[src/rtl/clkgen_pkg.sv]
`default_nettype none
// ============================================================================
//  Module      : clkgen_pkg
//  Description : Shared types and reset-time constants for the programmable
//                clock generator (state encoding, default active config).
//  Revision    : 1.0 - initial release
// ============================================================================
package clkgen_pkg;

  // Generator phases; div_out is high only in ST_HIGH.
  typedef enum logic [1:0] {
    ST_IDLE   = 2'd0,
    ST_OFFSET = 2'd1,
    ST_HIGH   = 2'd2,
    ST_LOW    = 2'd3
  } clkgen_state_t;

  // Active configuration loaded on reset.
  localparam int c_rst_period = 2;
  localparam int c_rst_high   = 1;
  localparam int c_rst_offset = 0;

  // Shortest legal period; smaller requests are raised to this.
  localparam int c_min_period = 2;

endpackage
`default_nettype wire

[src/rtl/clkgen_phase_cnt.sv]
`default_nettype none
// ============================================================================
//  Module      : clkgen_phase_cnt
//  Description : Loadable down-counter with terminal-count flag. Loading N-1
//                makes tc rise after N cycles in the current phase.
//  Revision    : 1.0 - initial release
// ============================================================================
module clkgen_phase_cnt #(
  parameter int CNT_W = 16
) (
  input  logic             clk,
  input  logic             rst,
  input  logic             load,
  input  logic [CNT_W-1:0] load_val,
  output logic             tc
);

  logic [CNT_W-1:0] r_cnt;

  // Load on phase entry, otherwise count down and park at zero.
  always_ff @(posedge clk) begin
    if (rst) begin
      r_cnt <= '0;
    end else if (load) begin
      r_cnt <= load_val;
    end else if (r_cnt != '0) begin
      r_cnt <= r_cnt - 1'b1;
    end
  end

  assign tc = (r_cnt == '0);

endmodule
`default_nettype wire

[src/rtl/clkgen_ctrl.sv]
`default_nettype none
// ============================================================================
//  Module      : clkgen_ctrl
//  Description : Programmable divided-clock generator with start offset,
//                shadowed configuration applied only at period boundaries,
//                and glitch-free stop at the end of the current period.
//                Optional macro CLKGEN_CTRL_CNT_EN adds the 32-bit
//                period_cnt output (completed periods since start).
//  Revision    : 1.0 - initial release
// ============================================================================
module clkgen_ctrl
  import clkgen_pkg::*;
#(
  parameter int CNT_W = 16
) (
  input  logic             clk,
  input  logic             rst,
  input  logic             enable,
  input  logic             cfg_valid,
  output logic             cfg_ready,
  input  logic [CNT_W-1:0] cfg_period,
  input  logic [CNT_W-1:0] cfg_high,
  input  logic [CNT_W-1:0] cfg_offset,
  output logic             div_out,
  output logic             rise_pulse,
  output logic             busy
`ifdef CLKGEN_CTRL_CNT_EN
  ,
  output logic [31:0]      period_cnt
`endif
);

  localparam logic [CNT_W-1:0] c_one     = CNT_W'(1);
  localparam logic [CNT_W-1:0] c_min_per = CNT_W'(c_min_period);

  clkgen_state_t    r_state, w_state_nxt;

  logic [CNT_W-1:0] r_act_period, r_act_high, r_act_offset;
  logic [CNT_W-1:0] r_shd_period, r_shd_high, r_shd_offset;
  logic             r_shd_full;

  logic             w_tc, w_load;
  logic [CNT_W-1:0] w_load_val;

  logic             w_skip_low, w_boundary, w_apply;
  logic [CNT_W-1:0] w_shd_period_c;
  logic [CNT_W-1:0] w_cfg_period, w_cfg_high, w_cfg_offset;
  logic [CNT_W-1:0] w_start_hi;
  clkgen_state_t    w_start_state;
  logic [CNT_W-1:0] w_start_val;

  logic             r_div, r_rise, r_busy;
  logic             w_div_nxt, w_rise_nxt, w_busy_nxt;

  // --------------------------------------------------------------------------
  // Config selection. A pending shadow is applied in IDLE or on the last
  // cycle of a period; the period starting on that edge already uses it.
  // --------------------------------------------------------------------------
  assign w_shd_period_c = (r_shd_period < c_min_per) ? c_min_per : r_shd_period;
  assign w_skip_low     = (r_act_high >= r_act_period);
  assign w_boundary     = w_tc && ((r_state == ST_LOW) ||
                                   ((r_state == ST_HIGH) && w_skip_low));
  assign w_apply        = r_shd_full && ((r_state == ST_IDLE) || w_boundary);

  assign w_cfg_period   = w_apply ? w_shd_period_c : r_act_period;
  assign w_cfg_high     = w_apply ? r_shd_high     : r_act_high;
  assign w_cfg_offset   = w_apply ? r_shd_offset   : r_act_offset;

  // High phase is capped at the period, which removes the LOW phase.
  assign w_start_hi     = (w_cfg_high >= w_cfg_period) ? w_cfg_period : w_cfg_high;
  // A zero high time starts every period directly in LOW.
  assign w_start_state  = (w_cfg_high == '0) ? ST_LOW : ST_HIGH;
  assign w_start_val    = (w_cfg_high == '0) ? (w_cfg_period - c_one)
                                             : (w_start_hi - c_one);

  assign cfg_ready      = ~r_shd_full;

  // Shadow capture and shadow-to-active transfer.
  always_ff @(posedge clk) begin
    if (rst) begin
      r_act_period <= CNT_W'(c_rst_period);
      r_act_high   <= CNT_W'(c_rst_high);
      r_act_offset <= CNT_W'(c_rst_offset);
      r_shd_period <= '0;
      r_shd_high   <= '0;
      r_shd_offset <= '0;
      r_shd_full   <= 1'b0;
    end else begin
      if (w_apply) begin
        r_act_period <= w_shd_period_c;
        r_act_high   <= r_shd_high;
        r_act_offset <= r_shd_offset;
        r_shd_full   <= 1'b0;
      end
      if (cfg_valid && !r_shd_full) begin
        r_shd_period <= cfg_period;
        r_shd_high   <= cfg_high;
        r_shd_offset <= cfg_offset;
        r_shd_full   <= 1'b1;
      end
    end
  end

  // Single phase timer shared by OFFSET, HIGH and LOW.
  clkgen_phase_cnt #(
    .CNT_W    (CNT_W)
  ) u_phase_cnt (
    .clk      (clk),
    .rst      (rst),
    .load     (w_load),
    .load_val (w_load_val),
    .tc       (w_tc)
  );

  // State register.
  always_ff @(posedge clk) begin
    if (rst) begin
      r_state <= ST_IDLE;
    end else begin
      r_state <= w_state_nxt;
    end
  end

  // Next-state and phase-timer load decode.
  always_comb begin
    w_state_nxt = r_state;
    w_load      = 1'b0;
    w_load_val  = '0;
    case (r_state)
      ST_IDLE: begin
        if (enable) begin
          w_load = 1'b1;
          if (w_cfg_offset != '0) begin
            w_state_nxt = ST_OFFSET;
            w_load_val  = w_cfg_offset - c_one;
          end else begin
            w_state_nxt = w_start_state;
            w_load_val  = w_start_val;
          end
        end
      end
      ST_OFFSET: begin
        // Nothing has been driven high yet, so a stop aborts at once.
        if (!enable) begin
          w_state_nxt = ST_IDLE;
        end else if (w_tc) begin
          w_state_nxt = w_start_state;
          w_load      = 1'b1;
          w_load_val  = w_start_val;
        end
      end
      ST_HIGH: begin
        if (w_tc) begin
          if (!w_skip_low) begin
            w_state_nxt = ST_LOW;
            w_load      = 1'b1;
            w_load_val  = r_act_period - r_act_high - c_one;
          end else if (!enable) begin
            w_state_nxt = ST_IDLE;
          end else begin
            w_state_nxt = w_start_state;
            w_load      = 1'b1;
            w_load_val  = w_start_val;
          end
        end
      end
      ST_LOW: begin
        if (w_tc) begin
          if (!enable) begin
            w_state_nxt = ST_IDLE;
          end else begin
            w_state_nxt = w_start_state;
            w_load      = 1'b1;
            w_load_val  = w_start_val;
          end
        end
      end
      default: begin
        w_state_nxt = ST_IDLE;
      end
    endcase
  end

  // Output decode from the next state so the outputs leave a flop.
  always_comb begin
    w_div_nxt  = (w_state_nxt == ST_HIGH);
    w_rise_nxt = (w_state_nxt == ST_HIGH) && (r_state != ST_HIGH);
    w_busy_nxt = (w_state_nxt != ST_IDLE);
  end

  // Output registers.
  always_ff @(posedge clk) begin
    if (rst) begin
      r_div  <= 1'b0;
      r_rise <= 1'b0;
      r_busy <= 1'b0;
    end else begin
      r_div  <= w_div_nxt;
      r_rise <= w_rise_nxt;
      r_busy <= w_busy_nxt;
    end
  end

  assign div_out    = r_div;
  assign rise_pulse = r_rise;
  assign busy       = r_busy;

`ifdef CLKGEN_CTRL_CNT_EN
  logic [31:0] r_pcnt;

  // Completed-period counter, restarted on each start from IDLE.
  always_ff @(posedge clk) begin
    if (rst) begin
      r_pcnt <= '0;
    end else if ((r_state == ST_IDLE) && (w_state_nxt != ST_IDLE)) begin
      r_pcnt <= '0;
    end else if (w_boundary && (r_pcnt != '1)) begin
      r_pcnt <= r_pcnt + 32'd1;
    end
  end

  assign period_cnt = r_pcnt;
`endif

endmodule
`default_nettype wire
[config.mk]
export PLATFORM = sky130hd
export DESIGN_NAME = clkgen_ctrl
export DESIGN_NICKNAME = d
export VERILOG_FILES = /design/src/rtl/clkgen_pkg.sv /design/src/rtl/clkgen_phase_cnt.sv /design/src/rtl/clkgen_ctrl.sv
export SDC_FILE = /design/constraint.sdc
export NUM_CORES = 1
export LEC_CHECK = 0
export ABC_AREA = 1
export ABC_CLOCK_PERIOD_IN_PS = 4800
export CAP_MARGIN = 40
export CORE_UTILIZATION = 35
export CTS_CLUSTER_SIZE = 12
export DETAILED_ROUTE_END_ITERATION = 8
export GPL_ROUTABILITY_DRIVEN = 0
export PLACE_DENSITY = 0.58
export SLEW_MARGIN = 20
export SYNTH_ARGS = -nofsm -noshare
export SYNTH_HDL_FRONTEND = slang
export SYNTH_SLANG_ARGS = --single-unit
[constraint.sdc]
create_clock -name clk -period 4.8 [get_ports clk]
set_input_delay 0.96 -clock clk [delete_from_list [all_inputs] [get_ports clk]]
set_output_delay 0.96 -clock clk [all_outputs]
set_load 0.02 [all_outputs]
==> results of run 1 <==
## stage by stage
step	hold WS [ps]	utilization [%]	cell area (um^2)	cells	setup slack (ps)
2_1_floorplan	429	-	7850	1191	6.31
3_3_place_gp	460	41.4	9070	1555	-53.7
3_5_place_dp	460	41.5	9080	1556	-29.8
4_1_cts	469	44.2	9670	1587	2.02
5_1_grt	485	46.0	10100	1600	-86.5
6_report	467	46.0	10100	1600	191
## area by class of cell
class                      count  area share (%)
inverter                     160            5.98
clock inverter                14            1.53
tap                          280            3.48
timing repair buffer         136            12.5
sequential                   118            23.4
multi-input combinational    875            48.9
clock buffer                  17            4.22
## cells by family (layout without fill, tap and decap cells)
group / Yosys count / in the layout
flops: 118 / 118
xor+xnor: 31 / 31
simple gates: 557 / 559
fa+ha+maj: 49 / 49
compound gates: 233 / 233
buf+inv: 200 / 327
mux: 3 / 3
## final timing paths
check / startpoint / endpoint / depth (start not counted)
max: r_act_period[13] / u_phase_cnt.r_cnt[2] / 28
min: r_shd_high[13] / r_shd_high[13] / 2
max reg2reg: r_act_period[13] / u_phase_cnt.r_cnt[2] / 28
min reg2reg: r_shd_high[13] / r_shd_high[13] / 2
## worst reg2reg max path, delay by kind of cell (launching register included)
kind / cells / cell delay, ps
compound gates: 9 / 1420
xor+xnor: 1 / 190
fa+ha+maj: 3 / 800
buf+inv: 6 / 580
flops: 1 / 330
simple gates: 9 / 1210
## power by group through the flow
stage / combinational [uW] / sequential, uW / clock, uW
6_report: 5050 / 1300 / 1260
5_1_grt: 5570 / 1320 / 1320
4_1_cts: 4520 / 1290 / 1280
3_5_place_dp: 4490 / 1310 / 0
3_3_place_gp: 4460 / 1310 / 0
2_1_floorplan: 3160 / 1290 / 0
## what timing repair did
item | CTS | global route
hold endpoints to repair | 0 | 0
cloned | 0 | 5
buffers inserted | 0 | 9
resized for setup | 2 | 67
pin swaps | 1 | 9
setup endpoints to repair | 2 | 18
## layer usage
layer | up-vias | global-route usage, % | wire [um]
met5 | - | 0 | 0
met4 | 0 | 8.05 | 510
met3 | 36 | 2.93 | 1020
met2 | 195 | 34.5 | 10900
met1 | 3642 | 27.6 | 10900
li1 | 4070 | - | -
## cell usage after synthesis (2+ instances only)
master / number
nand2_1: 240
nor2_1: 181
inv_1: 150
dfxtp_1: 118
o21ai_0: 99
a21oi_1: 73
nand3_1: 58
ha_1: 48
clkbuf_1: 29
xor2_1: 24
o21ai_2: 20
o21ai_1: 17
nor3_1: 16
nand4_1: 12
or2_2: 12
inv_2: 9
nand2_2: 8
xnor2_1: 7
nor2_4: 5
o211ai_1: 5
buf_2: 4
buf_6: 4
nor4_1: 4
mux2i_1: 3
nand3b_1: 3
nor3_2: 3
or2_0: 3
a211oi_1: 2
a21o_1: 2
a221oi_1: 2
a31oi_1: 2
a41oi_1: 2
buf_4: 2
nand2_4: 2
nand3_2: 2
o21bai_1: 2
o22ai_1: 2
or2_1: 2
## registers in the layout, summed over array words and instances (netlist names), 2 cells and up
signal,cells
r_act_offset,16
r_shd_offset,16
u_phase_cnt.r_cnt,16
r_act_high,16
r_state,2
r_shd_period,16
r_act_period,16
r_shd_high,16
==> flow_summary.json, run 1 <==
{
  "required_ps": 5130,
  "rsz0062_at_grt": "yes",
  "worst_pin_slew_ps": 667,
  "start_kind": "register",
  "drv_cap": 0,
  "grt_pass1_vias": 7394,
  "min_period_ps": 4610,
  "antenna_found_initial": 0,
  "clk_pin_slew_ps": 60,
  "dieArea_um2": 22900,
  "cpPeakStageDelay_ps": 330,
  "r2r_slack_ps": 190,
  "synth-xor-area-share_pct": 3.47,
  "die_y_um": 151,
  "drtAntennaViolNets": 0,
  "antenna_cells": 0,
  "worstSetupPathType": "reg -> reg",
  "layout_commonest_cell": "nand2_1",
  "overflow": 0,
  "seq_area_um2": 2360,
  "drive_above_1_share_pct": 17.3,
  "holdCritPathClass": "reg -> reg",
  "yosysTopAreaCellShare_pct": 30.2,
  "synth-simple-area-share_pct": 31.2,
  "powerDensity_nw_per_um2": 754,
  "cp-end-kind": "register",
  "ys_dominant_reg_cell": "dfxtp_1",
  "switching_power_uw": 3750,
  "cp.arrival_ps": 4940,
  "cts_max_level": 4,
  "synth_area_um2": 7820,
  "setup_viol": 0,
  "area_delta_synth_final_pct": 28.9,
  "path_buf_inv": 6,
  "dr_total_vias": 7943,
  "period_share_pct": 96.0,
  "fin_skew_ps": 16.5,
  "avgViaCountPerCell": 4.96,
  "synth_seq_cells": 118,
  "holdBufCountCts": 0,
  "synth-edff-count": 0,
  "yosys_warnings": 0,
  "multi_input_area_um2": 4930,
  "power_frac_clock_pct": 16.6,
  "final_hold_viol_count": 0,
  "clock_sinks": 118,
  "synth_mux_area_share_pct": 0.384,
  "coreArea_um2": 21900,
  "synth_area_per_cell_um2": 6.56,
  "grt_first_pass_wirelength_mm": 37.0,
  "slew_headroom_pct": 55.4,
  "drv_slew": 0,
  "mostFrequentLayoutCells": "228 x nand2_1, 174 x nor2_1, 146 x inv_1, 118 x dfxtp_1, 92 x o21ai_0",
  "cts.path.max_buffers": 2,
  "p_sw_share_pct": 49.3,
  "max_freq_mhz": 217,
  "initial_core_util_pct": 35.7,
  "cts_buffers": 17,
  "grt_start_max_net_pins": 64,
  "p_int_uw": 3850,
  "peakVddDrop_v": 0.000380,
  "total_power_uw": 7600,
  "layout.nets": 1409,
  "drt-initial-drc-count": 496,
  "synth_area_leader_cell": "dfxtp_1",
  "synth.distinct_cells": 52,
  "cpMostUsedCell": "inv_1",
  "synth_compound_area_share_pct": 16.7,
  "finalWirelength_mm": 23.3,
  "cts_tree": "built",
  "synth_seq_area_share_pct": 30.2,
  "wl_per_cell_um": 14.6,
  "yosys-top-cells-area": "dfxtp_1 30%, nand2_1 12%, nor2_1 8.7%",
  "io_pins": 56,
  "cp_max_fo": 6,
  "n_fill_cell": 2313,
  "synthCells": 1191,
  "synth_top_family_by_area": "simple AND/OR/NAND/NOR gates",
  "cp_slowest_cell": "dfxtp_1",
  "p_comb_share_pct": 66.4,
  "die_x_um": 151,
  "gr-usage-all-layers_pct": 21.0,
  "portBuffers": 55,
  "drtPass1Iterations": 5,
  "dpl.hpwl_mm": 17.6,
  "synthesis.nets": 1292,
  "synth-adder-area-share_pct": 7.94,
  "clock_latency_ps": 430,
  "seqPwrFrac_pct": 17.1,
  "rows": 54,
  "tns_ps": 0,
  "async_flop_share_pct": 0,
  "status": "finished clean",
  "drc": 0,
  "root_buffer": "clkbuf_16",
  "crit_family": "compound AO/OA/AOI/OAI gates",
  "p_leak_uw": 0.00476
}
(Power assumes the default switching activity.)
==> run 2: changes to the inputs <==
ABC_AREA = default   (was 1)
==> run 2 against run 1 <==
First-iteration DRC count grew 70%. Wire length is 29% higher. Utilization increased by 6.7 points. Final cell count increased by 0.94%. The flow now finishes with violations (negative setup slack).
==> flow_summary.json, run 2 <==
{
  "status": "finished, violations left",
  "failed_checks": "negative setup slack",
  "antenna_found_initial": 0,
  "clock_latency_ps": 420,
  "setup_viol": 15,
  "die_y_um": 154,
  "yosys-top-cells-area": "dfxtp_1 29%, ha_1 7.4%, a21oi_1 7.2%",
  "max_freq_mhz": 181,
  "cpPeakStageDelay_ps": 460,
  "layout.nets": 1419,
  "period_share_pct": 115,
  "clock_sinks": 118,
  "use_met1_pct": 33.0,
  "cts.path.max_buffers": 2,
  "io_pins": 56,
  "mostFrequentLayoutCells": "202 x buf_4, 144 x nand2_1, 114 x dfxtp_1, 109 x nor2_1, 102 x a21oi_1",
  "required_ps": 5090,
  "drtAntennaViolNets": 0,
  "synth_area_per_cell_um2": 7.57,
  "min_path_cells": 2,
  "gr-usage-met2_pct": 39.3,
  "r2r_slack_ps": -730,
  "rsz0062_at_grt": "yes",
  "worstSetupPathType": "reg -> reg",
  "worst_pin_slew_ps": 852,
  "tns_ps": -7500,
  "start_kind": "register",
  "synth_area_leader_cell": "dfxtp_1",
  "die_x_um": 154,
  "rows": 55,
  "powerDensity_nw_per_um2": 765,
  "holdCritPathClass": "reg -> reg",
  "finalWirelength_mm": 30.1,
  "setup_ws_ps": -732,
  "dpl.hpwl_mm": 22.0,
  "async_flop_share_pct": 0,
  "grtUsageMet3_pct": 4.82,
  "min_period_ps": 5530,
  "synth.most_common_cell": "nand2_1",
  "fin_skew_ps": 8.89,
  "cp_max_fo": 12,
  "gr-usage-all-layers_pct": 25.1,
  "final_hold_viol_count": 0,
  "cp.arrival_ps": 5820,
  "cts_tree": "built",
  "coreArea_um2": 22600,
  "yosysTopAreaCellShare_pct": 29.2,
  "portBuffers": 55,
  "holdBufCountCts": 0,
  "wl_per_cell_um": 18.6,
  "cts_max_level": 4,
  "synth_area_um2": 8080,
  "yosys_warnings": 0,
  "drive_above_1_share_pct": 28.7,
  "synth_seq_cells": 118,
  "slew_headroom_pct": 42.8,
  "antenna_cells": 0,
  "clk_pin_slew_ps": 60,
  "avgViaCountPerCell": 5.57,
  "p_leak_uw": 0.00500,
  "drt-initial-drc-count": 845,
  "ys_dominant_reg_cell": "dfxtp_1",
  "area_delta_synth_final_pct": 47.8,
  "synth_commonest_cells": "148 x nand2_1, 118 x dfxtp_1, 117 x a21oi_1",
  "synth.distinct_cells": 71,
  "dr_total_vias": 8994,
  "synth_seq_area_share_pct": 29.2,
  "top_usage_layer": "met2",
  "dieArea_um2": 23700,
  "synthCells": 1067,
  "root_buffer": "clkbuf_16",
  "synth-edff-count": 0,
  "drv_slew": 0,
  "peakVddDrop_v": 0.000441,
  "drv_cap": 0,
  "synthesis.nets": 1168,
  "overflow": 0,
  "initial_core_util_pct": 35.7,
  "layout_commonest_cell": "buf_4",
  "drtPass1Iterations": 5,
  "cp-end-kind": "register",
  "cp_slowest_cell": "or4_4",
  "grt_pass1_vias": 8566,
  "drc": 0,
  "grt_first_pass_wirelength_mm": 46.1,
  "grt_start_max_net_pins": 51,
  "total_power_uw": 9140,
  "cts_buffers": 17,
  "reg2regPathDepth": 29
}
## run 2: changes by cell type in the layout (fill, tap and decap cells not counted), sizes merged, moves of 40 or more
cell   before  now
o21ai     136   34
nor2      188  115
nand3      63   23
buf        79  227
mux2i       3   49
inv       162   56
nand2     250  148
a21oi      74  117
## run 2: final cells by class
cell class                 count  area [um^2]
fill                        2082        10700
multi-input combinational    843         5910
timing repair buffer         282         2450
sequential                   118         2370
clock buffer                  21          480
tap                          285          357
inverter                      56          210
clock inverter                10          169
## run 2: metal layers
layer | vias to the layer above | share of wire, % | wire length [um]
met4 | 0 | 4.0 | 1200
met3 | 90 | 7.8 | 2360
li1 | 4275 | - | -
met1 | 4215 | 44 | 13200
met2 | 414 | 44 | 13300
met5 | - | 0 | 0
## run 2: power breakdown
part	switching, uW	internal (uW)
Combinational	3300	3180
Sequential	111	1110
Clock	504	925
Total	3920	5220
## run 2: metrics by stage
step | instances | worst slack [ps] | hold WS (ps) | util (%) | cell area, um^2
4_1_cts | 1593 | -549 | 479 | 50.4 | 11400
6_report | 1615 | -732 | 481 | 52.7 | 11900
5_1_grt | 1615 | -854 | 496 | 52.7 | 11900
2_1_floorplan | 1067 | -844 | 444 | - | 8270
3_3_place_gp | 1531 | -556 | 466 | 45.0 | 10200
3_5_place_dp | 1532 | -681 | 471 | 45.1 | 10200
## run 2: repair_timing
action / CTS / global route
pin swaps: 26 / 66
gates cloned: 2 / 1
setup endpoints to repair: 15 / 17
buffers inserted: 29 / 23
resized for setup: 64 / 71
## run 2: final timing paths
check,from,to
hold reg to reg,r_shd_period[11],r_shd_period[11]
setup / recovery,r_act_high[0],u_phase_cnt.r_cnt[8]
hold / removal,r_shd_period[11],r_shd_period[11]
setup reg to reg,r_act_high[0],u_phase_cnt.r_cnt[8]
## run 2: critical path: cells and delay by family (launching register included)
family          cells  cell delay [ps]
compound gates      8             1660
simple gates        7             1130
fa+ha+maj           4              930
buf+inv             7              780
mux                 2              330
flops               1              320
xor+xnor            1              220
## run 2: logic make-up after synthesis
group / after synthesis / synth area share [%]
simple gates: 429 / 24.9
compound gates: 250 / 19.1
flops: 118 / 29.2
buf+inv: 106 / 5.44
mux: 60 / 7.65
xor+xnor: 53 / 5.75
fa+ha+maj: 51 / 7.93
==> run 3: changes to the inputs <==
HOLD_SLACK_MARGIN = 0.12   (was default)
==> results of run 3 <==
No change in the layout: final DEF, timing and power equal those of run 2.
